===== config.mk =====
export PLATFORM = sky130hd
export DESIGN_NAME = idiv_int_div_iterative
export DESIGN_NICKNAME = d
export VERILOG_FILES = /design/src/rtl/idiv_int_div_iterative.sv
export SDC_FILE = /design/constraint.sdc
export NUM_CORES = 1
export LEC_CHECK = 0
export ABC_AREA = 1
export CAP_MARGIN = 20
export CORE_MARGIN = 2
export CORE_UTILIZATION = 55
export CTS_CLUSTER_SIZE = 8
export DETAILED_ROUTE_END_ITERATION = 8
export PLACE_DENSITY = 0.85
export SLEW_MARGIN = 20
export SYNTH_ARGS = -nofsm -noshare
export SYNTH_HDL_FRONTEND = slang
export SYNTH_SLANG_ARGS = --single-unit
export TNS_END_PERCENT = 20

===== constraint.sdc =====
create_clock -name clk -period 4.4 [get_ports clk]
set_input_delay 0.44 -clock clk [delete_from_list [all_inputs] [get_ports clk]]
set_output_delay 0.44 -clock clk [all_outputs]
set_load 0.1 [all_outputs]

===== src/rtl/idiv_int_div_iterative.sv =====
// Iterative restoring divider: one quotient bit per cycle, val/rdy streams in and out.
// Optional macro IDIV_SIGNED_EN enables two's complement operands (default build is unsigned).
module idiv_int_div_iterative #(
    parameter int NBITS = 32
) (
    input  logic               clk,
    input  logic               reset,
    input  logic               istream_val,
    output logic               istream_rdy,
    input  logic [2*NBITS-1:0] istream_msg,
    output logic               ostream_val,
    input  logic               ostream_rdy,
    output logic [2*NBITS-1:0] ostream_msg
);

    localparam int CNT_W = (NBITS > 1) ? $clog2(NBITS) : 1;
    localparam logic [CNT_W-1:0] CNT_LAST = CNT_W'(NBITS - 1);
    localparam logic [CNT_W-1:0] CNT_ZERO = {CNT_W{1'b0}};
    localparam logic [CNT_W-1:0] CNT_ONE  = {{(CNT_W-1){1'b0}}, 1'b1};

    typedef enum logic [1:0] {
        IDLE = 2'd0,
        CALC = 2'd1,
        DONE = 2'd2
    } state_e;

    function automatic logic [NBITS-1:0] neg_f(input logic [NBITS-1:0] x);
        return ~x + {{(NBITS-1){1'b0}}, 1'b1};
    endfunction

    state_e               state_q, state_d;
    logic [NBITS:0]       a_q, a_d;
    logic [NBITS-1:0]     q_q, q_d;
    logic [NBITS-1:0]     dvs_q, dvs_d;
    logic [CNT_W-1:0]     cnt_q, cnt_d;
    logic [2*NBITS-1:0]   res_q, res_d;

    logic [NBITS-1:0]     dvd_in_s, dvs_in_s;
    logic [NBITS-1:0]     dvd_mag_s, dvs_mag_s;
    logic [NBITS+1:0]     shift_s, diff_s;
    logic [NBITS:0]       a_step_s;
    logic [NBITS-1:0]     q_step_s;
    logic [NBITS-1:0]     quo_fix_s, rem_fix_s;

    assign dvd_in_s = istream_msg[2*NBITS-1:NBITS];
    assign dvs_in_s = istream_msg[NBITS-1:0];

`ifdef IDIV_SIGNED_EN
    logic neg_quo_q, neg_quo_d;
    logic neg_rem_q, neg_rem_d;

    assign dvd_mag_s = dvd_in_s[NBITS-1] ? neg_f(dvd_in_s) : dvd_in_s;
    assign dvs_mag_s = dvs_in_s[NBITS-1] ? neg_f(dvs_in_s) : dvs_in_s;
    // Zero divisor keeps quotient all ones (-1) regardless of dividend sign.
    assign quo_fix_s = neg_quo_q ? neg_f(q_step_s) : q_step_s;
    assign rem_fix_s = neg_rem_q ? neg_f(a_step_s[NBITS-1:0]) : a_step_s[NBITS-1:0];
`else
    assign dvd_mag_s = dvd_in_s;
    assign dvs_mag_s = dvs_in_s;
    assign quo_fix_s = q_step_s;
    assign rem_fix_s = a_step_s[NBITS-1:0];
`endif

    // One restoring step: shift {A,Q} left, trial-subtract divisor, keep or restore.
    assign shift_s  = {a_q, q_q[NBITS-1]};
    assign diff_s   = shift_s - {2'b00, dvs_q};
    assign a_step_s = diff_s[NBITS+1] ? shift_s[NBITS:0] : diff_s[NBITS:0];
    assign q_step_s = {q_q[NBITS-2:0], ~diff_s[NBITS+1]};

    assign istream_rdy = reset && (state_q == IDLE);
    assign ostream_val = reset && (state_q == DONE);
    assign ostream_msg = reset ? res_q : {(2*NBITS){1'b0}};

    // Next-state and datapath update
    always_comb begin
        state_d = state_q;
        a_d     = a_q;
        q_d     = q_q;
        dvs_d   = dvs_q;
        cnt_d   = cnt_q;
        res_d   = res_q;
`ifdef IDIV_SIGNED_EN
        neg_quo_d = neg_quo_q;
        neg_rem_d = neg_rem_q;
`endif
        case (state_q)
            IDLE: begin
                if (istream_val) begin
                    state_d = CALC;
                    a_d     = {(NBITS+1){1'b0}};
                    q_d     = dvd_mag_s;
                    dvs_d   = dvs_mag_s;
                    cnt_d   = CNT_LAST;
`ifdef IDIV_SIGNED_EN
                    neg_quo_d = (dvd_in_s[NBITS-1] ^ dvs_in_s[NBITS-1]) &&
                                (dvs_in_s != {NBITS{1'b0}});
                    neg_rem_d = dvd_in_s[NBITS-1];
`endif
                end else begin
                    state_d = IDLE;
                end
            end
            CALC: begin
                a_d = a_step_s;
                q_d = q_step_s;
                if (cnt_q == CNT_ZERO) begin
                    state_d = DONE;
                    res_d   = {rem_fix_s, quo_fix_s};
                end else begin
                    cnt_d = cnt_q - CNT_ONE;
                end
            end
            DONE: begin
                if (ostream_rdy) begin
                    state_d = IDLE;
                end else begin
                    state_d = DONE;
                end
            end
            default: begin
                state_d = IDLE;
            end
        endcase
    end

    // State and datapath registers with synchronous active-low reset
    always_ff @(posedge clk) begin
        if (!reset) begin
            state_q <= IDLE;
            a_q     <= {(NBITS+1){1'b0}};
            q_q     <= {NBITS{1'b0}};
            dvs_q   <= {NBITS{1'b0}};
            cnt_q   <= CNT_ZERO;
            res_q   <= {(2*NBITS){1'b0}};
`ifdef IDIV_SIGNED_EN
            neg_quo_q <= 1'b0;
            neg_rem_q <= 1'b0;
`endif
        end else begin
            state_q <= state_d;
            a_q     <= a_d;
            q_q     <= q_d;
            dvs_q   <= dvs_d;
            cnt_q   <= cnt_d;
            res_q   <= res_d;
`ifdef IDIV_SIGNED_EN
            neg_quo_q <= neg_quo_d;
            neg_rem_q <= neg_rem_d;
`endif
        end
    end

endmodule


==> metrics.log <==
INFO  metric cts_hold_bufs = 0
INFO  metric ys_top_cells_by_area = dfxtp_1 (32%), nand2_1 (17%), inv_1 (11%)
INFO  metric grt_use_met3 = 0.0425
INFO  metric crit_family = simple AND/OR/NAND/NOR gates
INFO  metric route.detailed.vias_per_inst = 5.27
INFO  metric post_route_cells_drive_above_1_share = 0.0735
INFO  metric grt_first_pass_wirelength = 47800 µm
INFO  metric place.port_buffers = 133
INFO  metric hp-class = reg2reg
INFO  metric finalCriticalPeriod = 3.19 ns
INFO  metric synth_flop_cell = dfxtp_1
INFO  metric critPathMaxFanout = 29
INFO  metric postCtsResizedCells = 0
INFO  metric area_growth_syn_to_layout = 19.0%
INFO  metric start_util = 0.558
INFO  metric max_slew_margin = 0.311
INFO  metric core = 0.0186 mm²
INFO  metric antennaDiodeCount = 0
INFO  metric ff2ff_setup_slack = 1.21 ns
INFO  metric layout.filler_cells = 1637
INFO  metric post_dp_cell_area = 0.0117 mm²
INFO  metric ys_async_sr_fraction = 0
INFO  metric post_synth_num_cell_types = 44
INFO  metric status = complete, no violations
INFO  metric drt_first_pass_iters = 6
INFO  metric timing.hold.ws = 0.453 ns
INFO  metric grtUsageMet1 = 0.376
INFO  metric crit-reg2reg-launch = a_q[15]$_SDFFE_PN0P_
INFO  metric globalRouteOverflowTotal = 0
INFO  metric synthTopCellsByCount = nand2_1 (478), inv_1 (295), dfxtp_1 (168)
INFO  metric synth_seq_area_share = 0.325
INFO  metric clock_skew = 0.0124 ns
INFO  metric synth_edf_count = 0
INFO  metric cts_buffers = 17
INFO  metric crit_arrival = 3.55 ns
INFO  metric pwr-share-seq = 0.271
INFO  metric timing_worst_slew_pin_value = 1.03 ns
INFO  metric drt-wirelength-per-cell = 15.0 µm
INFO  metric final_nets = 1832
INFO  metric worst_path_largest_cell_delay = 0.59 ns
INFO  metric crit_buf_inv = 2
INFO  metric cp-end-kind = flip-flop
INFO  metric finish.instance_area = 0.0123 mm²
INFO  metric fp.dieW = 141 µm
INFO  metric synth.largest_area_cell = dfxtp_1
INFO  metric report.final.hold_viol_count = 0
INFO  metric place.detailed.hpwl = 21100 µm
INFO  metric crit-reg2reg-capture = a_q[6]$_SDFFE_PN0P_
INFO  metric placement_rows = 50
INFO  metric antenna_violations_before_repair = 0
INFO  metric yosys.cell_count.top_type = nand2_1
INFO  metric fp.dieArea = 0.0200 mm²
INFO  metric timing.critical_path.depth = 14
INFO  metric critPathSlowestCell = nand2_2
INFO  metric h_tree_depth = 4
INFO  metric worst-r2r-cell-count = 14
INFO  metric drt-initial-drc-count = 837
INFO  metric postSynthNetCount = 1740
INFO  metric power.share.clock = 0.228
INFO  metric synth.yosys.warnings = 0
INFO  metric cts.root.buffer_cell = clkbuf_16
INFO  metric cts.reportedPaths.clkPinSlew = 0.08 ns
INFO  metric cts_post_setup_buffers_inserted = 0
INFO  metric setup_repair_after_global_routing_missed_its_margin = false
INFO  metric route.vias.total = 10.4k
INFO  metric tritoncts = done
INFO  metric drt_wl_total = 29600 µm
INFO  metric worst_ir_drop_vdd = 0.345 mV
INFO  metric syn_avg_cell_area = 6.33 µm²
INFO  metric timing_worst_setup_path_type = reg2reg
INFO  metric antenna_violating_nets_post_route = 0
INFO  metric synth.cell_area = 0.0104 mm²
INFO  metric synth_cells = 1637
INFO  metric power.internal = 0.00348 W
INFO  metric final_setup_violating_endpoints = 0
INFO  metric number_of_max_slew_violations_in_the_final_report = 0
INFO  metric critPathMostFrequentCell = nand2_4
INFO  metric grt_pass1_vias = 9853
INFO  metric netSwitchingPower = 0.00317 W
INFO  metric globalRouteTotalUtil = 0.298
INFO  metric synthDominantCellAreaShare = 0.325
INFO  metric finalWeightedCongestion = 0.999
INFO  metric layout_worst_path_cycle_share = 0.724
INFO  metric tns = 0 ns
INFO  metric die_height = 141 µm
INFO  metric wp_data_required = 4.77 ns
INFO  metric detail_route.drc_violations = 0
INFO  metric clock_insertion_delay_worst_skew = 0.44 ns
INFO  metric grt.busiest_layer = met2
INFO  metric critical_path.startpoint = a_q[15]$_SDFFE_PN0P_
INFO  metric clockBufferDepth = 2
INFO  metric leakage = 6.51 nW
INFO  metric ios = 134
INFO  metric clock.fmax = 314 MHz
INFO  metric setup.worst_path.end = a_q[6]$_SDFFE_PN0P_
INFO  metric switching_share = 0.476
INFO  metric cp_cell_sequence = ha_1 -> nand2_1 -> inv_2 -> nand2_4 -> inv_2 -> a21oi_2 -> nand3_2 -> nand2_2 -> nand2_4 -> nand2_4 -> nand2_2 -> nand2_1 -> nand3_1 -> a21oi_1
INFO  metric ratio_of_total_power_to_cell_area = 539 mW/mm²
INFO  metric grt_start_max_net_pins = 100
INFO  metric cap_violations = 0
INFO  metric cts_sinks = 168
INFO  metric combPwrFrac = 0.501
INFO  metric met2_usage_in_global_routing = 0.497
INFO  metric nature_of_the_critical_path_startpoint = flip-flop
INFO  metric synth_seq_cells = 168
==> through the flow <==
stage | total power, W | cells | setup WS (ns) | util
after floorplan | 0.00440 | 1637 | 1.00 | -
after global placement | 0.00505 | 1944 | 1.33 | 0.631
after detailed placement | 0.00508 | 1944 | 1.29 | 0.631
after CTS | 0.00661 | 1976 | 1.22 | 0.664
after global routing | 0.00711 | 1976 | 0.900 | 0.664
final | 0.00665 | 1976 | 1.21 | 0.664
==> metal layers <==
layer | part of all wire | wire [µm]
met5 | 0 | 0
met3 | 0.052 | 1540
met1 | 0.43 | 12800
met2 | 0.47 | 14000
met4 | 0.045 | 1340
==> state kept, by name, indices dropped and copies added, names as in the netlist <==
| name | count |
|---|---|
| state_q | 2 |
| a_q | 33 |
| q_q | 32 |
| res_q | 64 |
| cnt_q | 5 |
| dvs_q | 32 |
==> layout make-up <==
type | instances | area [µm²] | share of cell area
multi-input cells | 1093 | 5520 | 0.448
flip-flops and latches | 168 | 3360 | 0.273
repair buffers | 144 | 1410 | 0.114
inverters | 305 | 1140 | 0.0928
clock buffers | 17 | 425 | 0.0345
well taps | 234 | 293 | 0.0237
clock inverters | 15 | 175 | 0.0142
==> cell usage in the layout (no fill, tap or decap), types with 5 or more instances in the layout <==
cell type	count
nand2_1	478
nand3_1	69
a21oi_1	109
o22ai_1	5
a21oi_2	10
inv_1	295
o21a_1	33
nand4_1	11
nand2_4	12
nand2_2	8
inv_2	10
nor3_1	11
dfxtp_1	168
o21ai_0	89
buf_4	14
clkbuf_16	17
xnor2_1	13
ha_1	34
nor2_4	6
clkdlybuf4s50_1	130
nand3_2	31
nor2_1	141
==> power groups by stage <==
stage | clock [W] | sequential (W) | combinational [W]
final | 0.00152 | 0.00180 | 0.00334
after global routing | 0.00159 | 0.00182 | 0.00371
after CTS | 0.00152 | 0.00180 | 0.00329
after detailed placement | 0 | 0.00183 | 0.00325
after global placement | 0 | 0.00182 | 0.00322
after floorplan | 0 | 0.00179 | 0.00261
==> cells by family (layout without fill, tap and decap cells) <==
| logic type | after synthesis | in the layout | share of synthesized area |
|---|---|---|---|
| simple gates | 777 | 777 | 0.329 |
| fa+ha+maj | 35 | 35 | 0.0430 |
| flops | 168 | 168 | 0.325 |
| buf+inv | 376 | 481 | 0.144 |
| xor+xnor | 17 | 17 | 0.0144 |
| compound gates | 264 | 264 | 0.145 |
==> worst min path at each step <==
| stage | slack (ns) | cells after the start | startpoint | to |
|---|---|---|---|---|
| floorplan | 0.40 | 1 | cnt_q[0]$_SDFFE_PN0P_ | cnt_q[0]$_SDFFE_PN0P_ |
| global placement | 0.41 | 1 | cnt_q[0]$_SDFFE_PN0P_ | cnt_q[0]$_SDFFE_PN0P_ |
| detailed placement | 0.42 | 1 | cnt_q[0]$_SDFFE_PN0P_ | cnt_q[0]$_SDFFE_PN0P_ |
| CTS | 0.45 | 1 | cnt_q[0]$_SDFFE_PN0P_ | cnt_q[0]$_SDFFE_PN0P_ |
| global route | 0.46 | 1 | cnt_q[0]$_SDFFE_PN0P_ | cnt_q[0]$_SDFFE_PN0P_ |
| finish | 0.45 | 1 | cnt_q[0]$_SDFFE_PN0P_ | cnt_q[0]$_SDFFE_PN0P_ |
(Power assumes the default switching activity.)
